<file path="src/rtl/systolic_edge_feeder_pkg.sv">
// Shared constants and types for the systolic edge feeder and its tile buffer.
package systolic_edge_feeder_pkg;

   localparam int FP_W = 32;
   localparam logic [FP_W-1:0] FP_POS_ZERO = 32'h00000000;

   // LOAD collects a tile word by word; STREAM replays it as skewed slices.
   typedef enum logic {
      LOAD,
      STREAM
   } state_e;

   // Counter width able to index 0..n-1, never narrower than one bit.
   function automatic int cntWidth(input int n);
      return (n > 1) ? $clog2(n) : 1;
   endfunction

endpackage

</file>
<file path="src/rtl/systolic_edge_feeder_tile_buffer.sv">
// N x N word store: one write port, N combinational read ports (one per row).
module systolic_edge_feeder_tile_buffer
   import systolic_edge_feeder_pkg::*;
#(
   parameter int N = 4,
   parameter int W = FP_W,
   localparam int CW = cntWidth(N)
) (
   input  logic          clk_i,
   input  logic          we_i,
   input  logic [CW-1:0] wrRow_i,
   input  logic [CW-1:0] wrCol_i,
   input  logic [W-1:0]  wrData_i,
   input  logic [CW-1:0] rdCol_i [N],
   output logic [W-1:0]  rdData_o [N]
);

   logic [W-1:0] mem_q [N][N];

   // Tile contents carry no reset: a discarded partial tile is simply overwritten.
   always_ff @(posedge clk_i) begin
      if (we_i) begin
         mem_q[wrRow_i][wrCol_i] <= wrData_i;
      end
   end

   // Read port i always reads row i at the column chosen by the feeder.
   always_comb begin
      for (int i = 0; i < N; i++) begin
         rdData_o[i] = mem_q[i][rdCol_i[i]];
      end
   end

endmodule

</file>
<file path="src/rtl/systolic_edge_feeder.sv">
// Buffers one N x N tile and replays it onto N lanes with a diagonal skew.
module systolic_edge_feeder
   import systolic_edge_feeder_pkg::*;
#(
   parameter int N = 4,
   parameter int W = FP_W
) (
   input  logic           clk_i,
   input  logic           rst_n_i,
   input  logic [W-1:0]   inData_i,
   input  logic           inValid_i,
   output logic           inReady_o,
   output logic [N*W-1:0] outLane_o,
   output logic           outValid_o,
   output logic           tileDone_o
);

   localparam int CW = cntWidth(N);
   // Slice counter also needs the one extra value that marks the drain cycle.
   localparam int TW = cntWidth(2 * N);

   state_e          state_q, state_d;
   logic [CW-1:0]   row_q, row_d;
   logic [CW-1:0]   col_q, col_d;
   logic [TW-1:0]   slice_q, slice_d;
   logic [N*W-1:0]  outLane_q, outLane_d;
   logic            outValid_q, outValid_d;
   logic            tileDone_q, tileDone_d;
   logic            inReady_q, inReady_d;

   logic [CW-1:0]   rdCol [N];
   logic [W-1:0]    rdData [N];
   logic [N-1:0]    laneLive;
   logic            accept;

   assign accept = inValid_i && inReady_q && (state_q == LOAD);

   systolic_edge_feeder_tile_buffer #(
      .N (N),
      .W (W)
   ) tile_buffer (
      .clk_i    (clk_i),
      .we_i     (accept),
      .wrRow_i  (row_q),
      .wrCol_i  (col_q),
      .wrData_i (inData_i),
      .rdCol_i  (rdCol),
      .rdData_o (rdData)
   );

   // Lane i shows column t-i of its row; outside 0..N-1 the lane is padding.
   always_comb begin
      int diff;
      diff = 0;
      for (int i = 0; i < N; i++) begin
         diff        = int'(slice_q) - i;
         laneLive[i] = (diff >= 0) && (diff < N);
         rdCol[i]    = laneLive[i] ? CW'(diff) : '0;
      end
   end

   // Next state: count words in LOAD, emit 2N-1 slices then one drain cycle in STREAM.
   always_comb begin
      state_d    = state_q;
      row_d      = row_q;
      col_d      = col_q;
      slice_d    = slice_q;
      outLane_d  = '0;
      outValid_d = 1'b0;
      tileDone_d = 1'b0;
      inReady_d  = 1'b0;
      case (state_q)
         LOAD: begin
            inReady_d = 1'b1;
            if (accept) begin
               if (col_q == CW'(N - 1)) begin
                  col_d = '0;
                  if (row_q == CW'(N - 1)) begin
                     row_d     = '0;
                     slice_d   = '0;
                     state_d   = STREAM;
                     inReady_d = 1'b0;
                  end else begin
                     row_d = row_q + CW'(1);
                  end
               end else begin
                  col_d = col_q + CW'(1);
               end
            end
         end
         STREAM: begin
            if (slice_q == TW'(2 * N - 1)) begin
               state_d    = LOAD;
               slice_d    = '0;
               tileDone_d = 1'b1;
               inReady_d  = 1'b1;
            end else begin
               outValid_d = 1'b1;
               slice_d    = slice_q + TW'(1);
               for (int i = 0; i < N; i++) begin
                  outLane_d[i*W +: W] = laneLive[i] ? rdData[i] : W'(FP_POS_ZERO);
               end
            end
         end
         default: state_d = LOAD;
      endcase
   end

   // State, counters and registered outputs; reset drops everything at once.
   always_ff @(posedge clk_i or negedge rst_n_i) begin
      if (!rst_n_i) begin
         state_q    <= LOAD;
         row_q      <= '0;
         col_q      <= '0;
         slice_q    <= '0;
         outLane_q  <= '0;
         outValid_q <= 1'b0;
         tileDone_q <= 1'b0;
         inReady_q  <= 1'b0;
      end else begin
         state_q    <= state_d;
         row_q      <= row_d;
         col_q      <= col_d;
         slice_q    <= slice_d;
         outLane_q  <= outLane_d;
         outValid_q <= outValid_d;
         tileDone_q <= tileDone_d;
         inReady_q  <= inReady_d;
      end
   end

   assign inReady_o  = inReady_q;
   assign outLane_o  = outLane_q;
   assign outValid_o = outValid_q;
   assign tileDone_o = tileDone_q;

endmodule

</file>
<file path="config.mk">
export PLATFORM = sky130hd
export DESIGN_NAME = systolic_edge_feeder
export DESIGN_NICKNAME = d
export VERILOG_FILES = /design/src/rtl/systolic_edge_feeder_pkg.sv /design/src/rtl/systolic_edge_feeder_tile_buffer.sv /design/src/rtl/systolic_edge_feeder.sv
export SDC_FILE = /design/constraint.sdc
export NUM_CORES = 1
export LEC_CHECK = 0
export CAP_MARGIN = 40
export CORE_UTILIZATION = 55
export CTS_BUF_LIST = sky130_fd_sc_hd__clkbuf_4
export CTS_CLUSTER_DIAMETER = 40
export DETAILED_ROUTE_END_ITERATION = 8
export PLACE_DENSITY = 0.78
export SLEW_MARGIN = 20
export SYNTH_ARGS = -nofsm -noshare
export SYNTH_HDL_FRONTEND = slang
export SYNTH_SLANG_ARGS = --single-unit
</file>
<file path="constraint.sdc">
create_clock -name clk_i -period 2.3 [get_ports clk_i]
set_input_delay 0.46 -clock clk_i [delete_from_list [all_inputs] [get_ports clk_i]]
set_output_delay 0.46 -clock clk_i [all_outputs]
set_load 0.05 [all_outputs]
</file>
==> results of run 1 <==
-- synth_stat cells (2+ instances only) --
cell type / n / share of area
edfxtp_1: 512 / 0.66
dfrtp_1: 139 / 0.15
nand2_1: 109 / 0.018
a21oi_1: 65 / 0.014
nor2b_1: 65 / 0.018
mux4_2: 64 / 0.062
clkbuf_1: 41 / 0.0066
o221ai_1: 34 / 0.013
a31oi_1: 32 / 0.0086
o221ai_2: 30 / 0.019
and3_1: 16 / 0.0043
ha_1: 15 / 0.0081
buf_2: 10 / 0.0022
inv_1: 9 / 0.0015
buf_4: 6 / 0.0019
buf_6: 5 / 0.0024
nor2_1: 5 / 0.00081
nor3_1: 4 / 0.00086
o21ai_0: 3 / 0.00065
mux2_2: 2 / 0.00097
-- metrics by stage --
| step | hold WS, ns | instances | setup TNS, ns |
|---|---|---|---|
| 3_5_place_dp | 0.4460 | 1885 | 0 |
| 5_1_grt | 0.1703 | 2189 | -0.01093 |
| 4_1_cts | 0.1349 | 2175 | 0 |
| 3_3_place_gp | 0.4384 | 1885 | 0 |
| 6_report | 0.1755 | 2189 | 0 |
| 2_1_floorplan | 0.1644 | 1179 | 0 |
-- cells by family (layout without fill, tap and decap cells) --
logic type	Yosys count	in the layout	share of synthesized area
buf+inv	71	548	0.01461
xor+xnor	1	1	0.001186
flops	651	651	0.8123
other cells	0	1	0
mux	66	66	0.06307
simple gates	205	205	0.04302
compound gates	170	170	0.05774
fa+ha+maj	15	15	0.008086
-- registers in the layout, summed over array words and instances, names as in the netlist --
register / cells
slice_q: 3
tile_buffer.mem_q: 512
row_q: 2
inReady_o: 1
tileDone_o: 1
state_q: 1
outValid_o: 1
outLane_o: 128
col_q: 2
-- worst register-to-register path: cells and delay by family, from the launching register on --
| kind | cells | cell delay (ns) |
|---|---|---|
| buf+inv | 2 | 0.34 |
| flops | 1 | 0.40 |
| xor+xnor | 1 | 0.15 |
| compound gates | 2 | 0.26 |
| simple gates | 1 | 0.69 |
| fa+ha+maj | 1 | 0.22 |
-- power by group through the flow --
stage	combinational [uW]	clock, uW	sequential [uW]
floorplan	4510	0	16900
global placement	10500	0	14700
detailed placement	10700	0	14800
CTS	10300	9920	14500
global route	11300	10500	14600
finish	10700	9670	14500
-- worst paths after layout --
path | startpoint | end
min in group clk_i | inData_i[13] | tile_buffer.mem_q[1][45]
hold / removal | rst_n_i | outLane_o[34]
hold reg to reg | tile_buffer.mem_q[3][67] | outLane_o[99]
setup reg to reg | slice_q[1] | outLane_o[32]
setup / recovery | outLane_o[50] | outLane_o[50]
max in group asynchronous | rst_n_i | outLane_o[13]
-- cells in the final DEF (no fill, tap or decap), drive strengths merged, types with 2 or more instances in the layout --
master,Yosys,final
and3,16,16
nor2,5,5
dlygate4sd2,0,121
inv,9,11
o21ai,4,4
bufinv,0,3
dfrtp,139,139
buf,21,83
a31oi,32,32
mux4,64,64
nor2b,65,65
clkinv,0,30
clkdlybuf4s15,0,7
nand2,109,109
mux2,2,2
nor3,4,4
edfxtp,512,512
ha,15,15
clkbuf,41,259
clkdlybuf4s50,0,33
a21oi,65,65
o221ai,64,64
-- repair_timing --
item / 4_1_cts / 5_1_grt
setup buffers: 0 / 11
resized for setup: 144 / 12
endpoints found under the setup margin: 131 / 22
pin swaps: 0 / 3
endpoints found under the hold margin: 81 / 0
cloned: 0 / 2
hold buffers: 1 / 0
-- layer usage --
metal | vias up | track usage | wire length, um
met4 | 0 | 0.08363 | 1060
met3 | 87 | 0.06399 | 4029
met1 | 6428 | 0.3257 | 20900
li1 | 5447 | - | -
met2 | 621 | 0.3951 | 25850
met5 | - | 0 | 0
-- final cells by class --
class / instances / share of cell area
clock buffers: 254 / 0.06727
multi-input cells: 457 / 0.1450
inverters: 9 / 0.001192
clock inverters: 35 / 0.007548
repair buffers: 250 / 0.09040
diodes: 1 / 0.00008828
flip-flops and latches: 651 / 0.6651
well taps: 532 / 0.02348
==> key figures, run 1 <==
Clock network
  – Clock Root Buffer: clkbuf_4
  – H-tree levels: 4
  – Clock buffer depth: 3
  – TritonCTS Buffers: 158
  – CTS Sinks: 651
  – Skew-Pair Late Insertion Delay: 0.81 ns
  – CTS tree: built
  – Clk pin slew, worst setup/hold paths: 0.08 ns

Pwr
  – Switching Share: 0.3392
  – Comb power frac: 0.306
  – Maximum vdd drop: 0.7343 mV
  – Switching power total: 11800 uW
  – Pwr Density: 1228 mW/mm2
  – Sequential share of power: 0.416
  – Total Power: 34800 uW
  – Cell-internal power: 23000 uW
  – Pleak: 0.01084 uW
  – Clock network power share: 0.278

Run status
  – Status: completed

Critical path
  – CP Data Arrival Time: 1.76 ns
  – CP Cell Sequence: clkdlybuf4s15_1
  – Slowest stage delay, CP: 0.53 ns
  – CP Class: register to output port
  – R2R Setup Slk: 0.10 ns
  – Max stage delay cell, worst path: clkdlybuf4s15_1
  – Critical Path Stages: 1
  – WP data required: 1.84 ns
  – Worst Path Buf+Inv: 1
  – Worst-case reg-to-reg path depth: 7
  – CP delay by family, top: buffers and inverters
  – CP Launch Type: register
  – Crit. End Element: output port
  – Critical path peak fanout: 1

Layout
  – Utilization after layout: 0.6880
  – Post-layout net count: 1577
  – Multi-input combinational cell area: 0.004109 mm2
  – Post-route cell area: 0.02835 mm2
  – Share of layout cells above drive strength 1: 0.2917
  – Number of fill cells in the layout: 2587
  – Synthesis-to-finish area growth: 22.13%
  – Reg area: 0.01885 mm2

Run
  – Number of max-cap violations: 0

STA
  – Final min period: 2.218 ns
  – Finish-stage setup viols: 0
  – Worst slew margin: 0.4556
  – Worst-Margin Slew: 0.8141 ns
  – Final hold violation count: 0
  – Final Cycle Share: 0.9642
  – Final WS setup: 0.08227 ns
  – Setup Skew: 0.04979 ns
  – Max Clk Rate: 0.4509 GHz
  – Max-slew violation count: 0

Global routing
  – Grt total ovfl: 0
  – Largest net degree at the start of global routing: 58
  – Global-route wire length before repair: 77830 um
  – Vias in the first global route: 13090
  – Global Route Usage Sum: 0.2444
  – Initial antenna violation count: 1

Yosys
  – Synthesis Warnings: 0
  – Synth Flop Type: edfxtp_1
  – Fraction of registers with async set/reset: 0.2135
  – Post-synth cell types: 33
  – Avg Inst Size Synth: 19.69 um2
  – Post-Syn Nets: 1229
  – FF+latch count, synth: 651
  – Netlist Area Pre-Place: 0.02321 mm2
  – Part of the Yosys area used for sequential elements: 0.8123
  – Mapped Cells: 1179
  – Post-synth EDFFs: 512

Routing
  – Drt first pass iters: 5
  – Post-DR vias/cell: 5.748
  – DR iter-0 viols: 1172
  – Total number of vias: 12580
  – Routed WL per cell: 23.68 um
  – Final WL: 51840 um
  – Number of routed nets with antenna violations: 0
  – # DRC: 0

Placement
  – Detailed Place HPWL: 30930 um
  – Placer Congestion: 0.8079
  – Dpl cell area: 0.02622 mm2
  – IO Port Bufs: 165
  – Place WS: 0.05291 ns

Worst hold path
  – Type of the tightest min-delay check: input port to asynchronous set/reset pin

Floorplan
  – Starting Density: 0.5633
  – Core area: 0.04120 mm2
  – Die H: 207.4 um
  – Die width: 207.4 um
  – Row cnt: 74
  – Die Outline Area: 0.04303 mm2
  – IO Pins: 166
Note: power is estimated with default switching activity, not from simulation.
==> inputs of run 2 (changes only) <==
--- a/config.mk
+++ b/config.mk
@@ -10,6 +10,7 @@
 export CTS_BUF_LIST = sky130_fd_sc_hd__clkbuf_4
 export CTS_CLUSTER_DIAMETER = 40
 export DETAILED_ROUTE_END_ITERATION = 8
+export HOLD_SLACK_MARGIN = 0.06
 export PLACE_DENSITY = 0.78
 export SLEW_MARGIN = 20
 export SYNTH_ARGS = -nofsm -noshare
==> results of run 2 <==
Same layout as run 1: the final DEF is identical, and so are final timing and power.
==> inputs of run 3 (changes only) <==
--- a/config.mk
+++ b/config.mk
@@ -6,11 +6,13 @@
 export NUM_CORES = 1
 export LEC_CHECK = 0
 export CAP_MARGIN = 40
+export CORE_MARGIN = 1
 export CORE_UTILIZATION = 55
 export CTS_BUF_LIST = sky130_fd_sc_hd__clkbuf_4
 export CTS_CLUSTER_DIAMETER = 40
 export DETAILED_ROUTE_END_ITERATION = 8
 export HOLD_SLACK_MARGIN = 0.06
+export MAX_ROUTING_LAYER = met4
 export PLACE_DENSITY = 0.78
 export SLEW_MARGIN = 20
 export SYNTH_ARGS = -nofsm -noshare
==> run 3 against run 2 <==
Against the previous run:
- fmax increased by 0.12%
- critical endpoint unchanged
- largest cell class unchanged
- clock-buffer cell count unchanged
- largest power group unchanged
- clock skew increased by 0.0022 ns
- clock power about the same
==> key figures, run 3 (same netlist as run 1, synthesis figures left out) <==
Floorplan
  – Die H: 207.4 um (unchanged)
  – Row cnt: 74 (unchanged)
  – Die width: 207.4 um (unchanged)
  – Die Outline Area: 0.04303 mm2 (unchanged)
  – Core area: 0.04120 mm2 (unchanged)
  – Starting Density: 0.5633 (unchanged)
  – IO Pins: 166 (unchanged)

STA
  – Worst slew margin: 0.4428 (-0.01279)
  – Finish-stage setup viols: 0 (unchanged)
  – Final hold violation count: 0 (unchanged)
  – Worst-Margin Slew: 0.8332 ns (+0.01913 ns)
  – RSZ-0062 raised after global routing: false
  – Setup Skew: 0.05195 ns (+0.002152 ns)
  – Setup TNS: 0 ns (unchanged)
  – Final Cycle Share: 0.9631 (-0.001138)
  – Final WS setup: 0.08489 ns (+0.002618 ns)
  – Max Clk Rate: 0.4514 GHz (+0.12%)
  – Worst hold slack: 0.1694 ns (-0.006087 ns)
  – Final min period: 2.215 ns (-0.002618 ns)
  – Max-slew violation count: 0 (unchanged)

Layout
  – Commonest non-fill, non-tap cells in the layout: 512 x edfxtp_1, 254 x clkbuf_4, 139 x dfrtp_1
  – Number of flip-flops in the largest register: 512 (unchanged)
  – Post-layout net count: 1577 (unchanged)
  – Commonest non-fill, non-tap cell in the layout: edfxtp_1
  – Synthesis-to-finish area growth: 22.10% (about the same)
  – Utilization after layout: 0.6878 (about the same)
  – Share of layout cells above drive strength 1: 0.2911 (-0.0006039)
  – Reg with most FFs: tile_buffer.mem_q
  – Number of fill cells in the layout: 2586 (-0.039%)

Routing
  – DR iter-0 viols: 1116 (-4.8%)
  – # DRC: 0 (unchanged)
  – Number of routed nets with antenna violations: 0 (unchanged)
  – Drt first pass iters: 5 (unchanged)
  – Routed WL per cell: 23.75 um (+0.26%)
  – Final WL: 51980 um (+0.26%)
  – Total number of vias: 12590 (+0.040%)
  – Post-DR vias/cell: 5.751 (about the same)

Pwr
  – Switching power total: 11830 uW (+0.20%)
  – Switching Share: 0.3396 (+0.0004642)
  – Cell-internal power: 23000 uW (about the same)
  – Comb power frac: 0.306 (about the same)
  – Total Power: 34820 uW (about the same)
  – Pleak: 0.01084 uW (about the same)
  – Clock network power share: 0.279 (about the same)
  – Sequential share of power: 0.415 (about the same)
  – Pwr Density: 1229 mW/mm2 (about the same)
  – Maximum vdd drop: 0.7337 mV (about the same)

Critical path
  – CP Cell Sequence: clkdlybuf4s15_1
  – CP Class: register to output port
  – Max stage delay cell, worst path: clkdlybuf4s15_1
  – CP Launch Type: register
  – Crit. End Element: output port
  – Critical path peak fanout: 1 (unchanged)
  – WP data required: 1.84 ns (about the same)
  – CP delay by family, top: buffers and inverters
  – Slowest stage delay, CP: 0.53 ns (about the same)
  – CP Data Arrival Time: 1.76 ns (about the same)
  – Worst Path Buf+Inv: 1 (unchanged)

Global routing
  – Grt total ovfl: 0 (unchanged)
  – Initial antenna violation count: 1 (unchanged)
  – Vias in the first global route: 13110 (+0.13%)
  – Largest net degree at the start of global routing: 58 (unchanged)
  – Global Route Usage Sum: 0.2524 (+0.007966)
  – Global-route wire length before repair: 77860 um (about the same)

Clock network
  – Clock Root Buffer: clkbuf_4
  – CTS tree: built
  – TritonCTS Buffers: 158 (unchanged)
  – Clock buffer depth: 3 (unchanged)
  – CTS Sinks: 651 (unchanged)
  – Clk pin slew, worst setup/hold paths: 0.08 ns (about the same)
  – Skew-Pair Late Insertion Delay: 0.81 ns (about the same)
  – H-tree levels: 4 (unchanged)

Placement
  – Detailed Place HPWL: 30930 um (unchanged)
  – Placer Congestion: 0.8203 (+1.5%)
  – IO Port Bufs: 165 (unchanged)
  – Place WS: 0.05291 ns (unchanged)

Worst hold path
  – Type of the tightest min-delay check: input port to asynchronous set/reset pin

Run status
  – Status: completed

Run
  – Number of max-cap violations: 0 (unchanged)
[run 3: layer usage]
layer  wire length, um  up-vias  share of wire  GRT usage
met5                 0        -              0          -
met4              1190        0          0.023    0.08260
met3              4102       92          0.079    0.06112
met2             25860      633           0.50     0.3980
met1             20820     6424           0.40     0.3260
li1                  -     5439              -          -
[run 3: through the flow]
stage	cell area [um2]	std cells
5_1_grt	28340	2189
2_1_floorplan	23230	1179
6_report	28340	2189
4_1_cts	28200	2175
3_5_place_dp	26220	1885
3_3_place_gp	26220	1885
[run 3: cell type report]
| cell class | instances | area (um2) | share of cell area |
|---|---|---|---|
| multi-input combinational | 457 | 4099 | 0.1446 |
| sequential | 651 | 18850 | 0.6653 |
| timing repair buffer | 250 | 2564 | 0.09047 |
| tap | 532 | 665.6 | 0.02349 |
| clock buffer | 254 | 1907 | 0.06729 |
| inverter | 9 | 33.78 | 0.001192 |
| antenna | 1 | 2.502 | 0.00008830 |
| clock inverter | 35 | 214.0 | 0.007550 |
[run 3: what timing repair did]
| item | in CTS | in global routing |
|---|---|---|
| endpoints found under the setup margin | 131 | 22 |
| setup buffers | 0 | 11 |
| resized for setup | 144 | 11 |
| pin swaps | 0 | 3 |
| endpoints found under the hold margin | 139 | 0 |
| gates cloned | 0 | 2 |
| hold buffers | 1 | 0 |
[run 3: path summary, 6_finish.rpt]
path,start,to,slack (ns),cells past startpoint
max,outLane_o[50],outLane_o[50],0.08,1
min,rst_n_i,outLane_o[34],0.17,2
max reg2reg,slice_q[1],outLane_o[123],0.11,8
min reg2reg,tile_buffer.mem_q[1][83],outLane_o[51],0.51,2
max in group asynchronous,rst_n_i,outLane_o[13],1.39,3
min in group clk_i,inData_i[13],tile_buffer.mem_q[1][45],0.43,2
[run 3: power by group through the flow]
stage	sequential, uW	clock (uW)	combinational (uW)
4_1_cts	14500	9920	10300
5_1_grt	14600	10500	11300
2_1_floorplan	16900	0	4510
6_report	14500	9700	10700
3_3_place_gp	14700	0	10500
3_5_place_dp	14800	0	10700
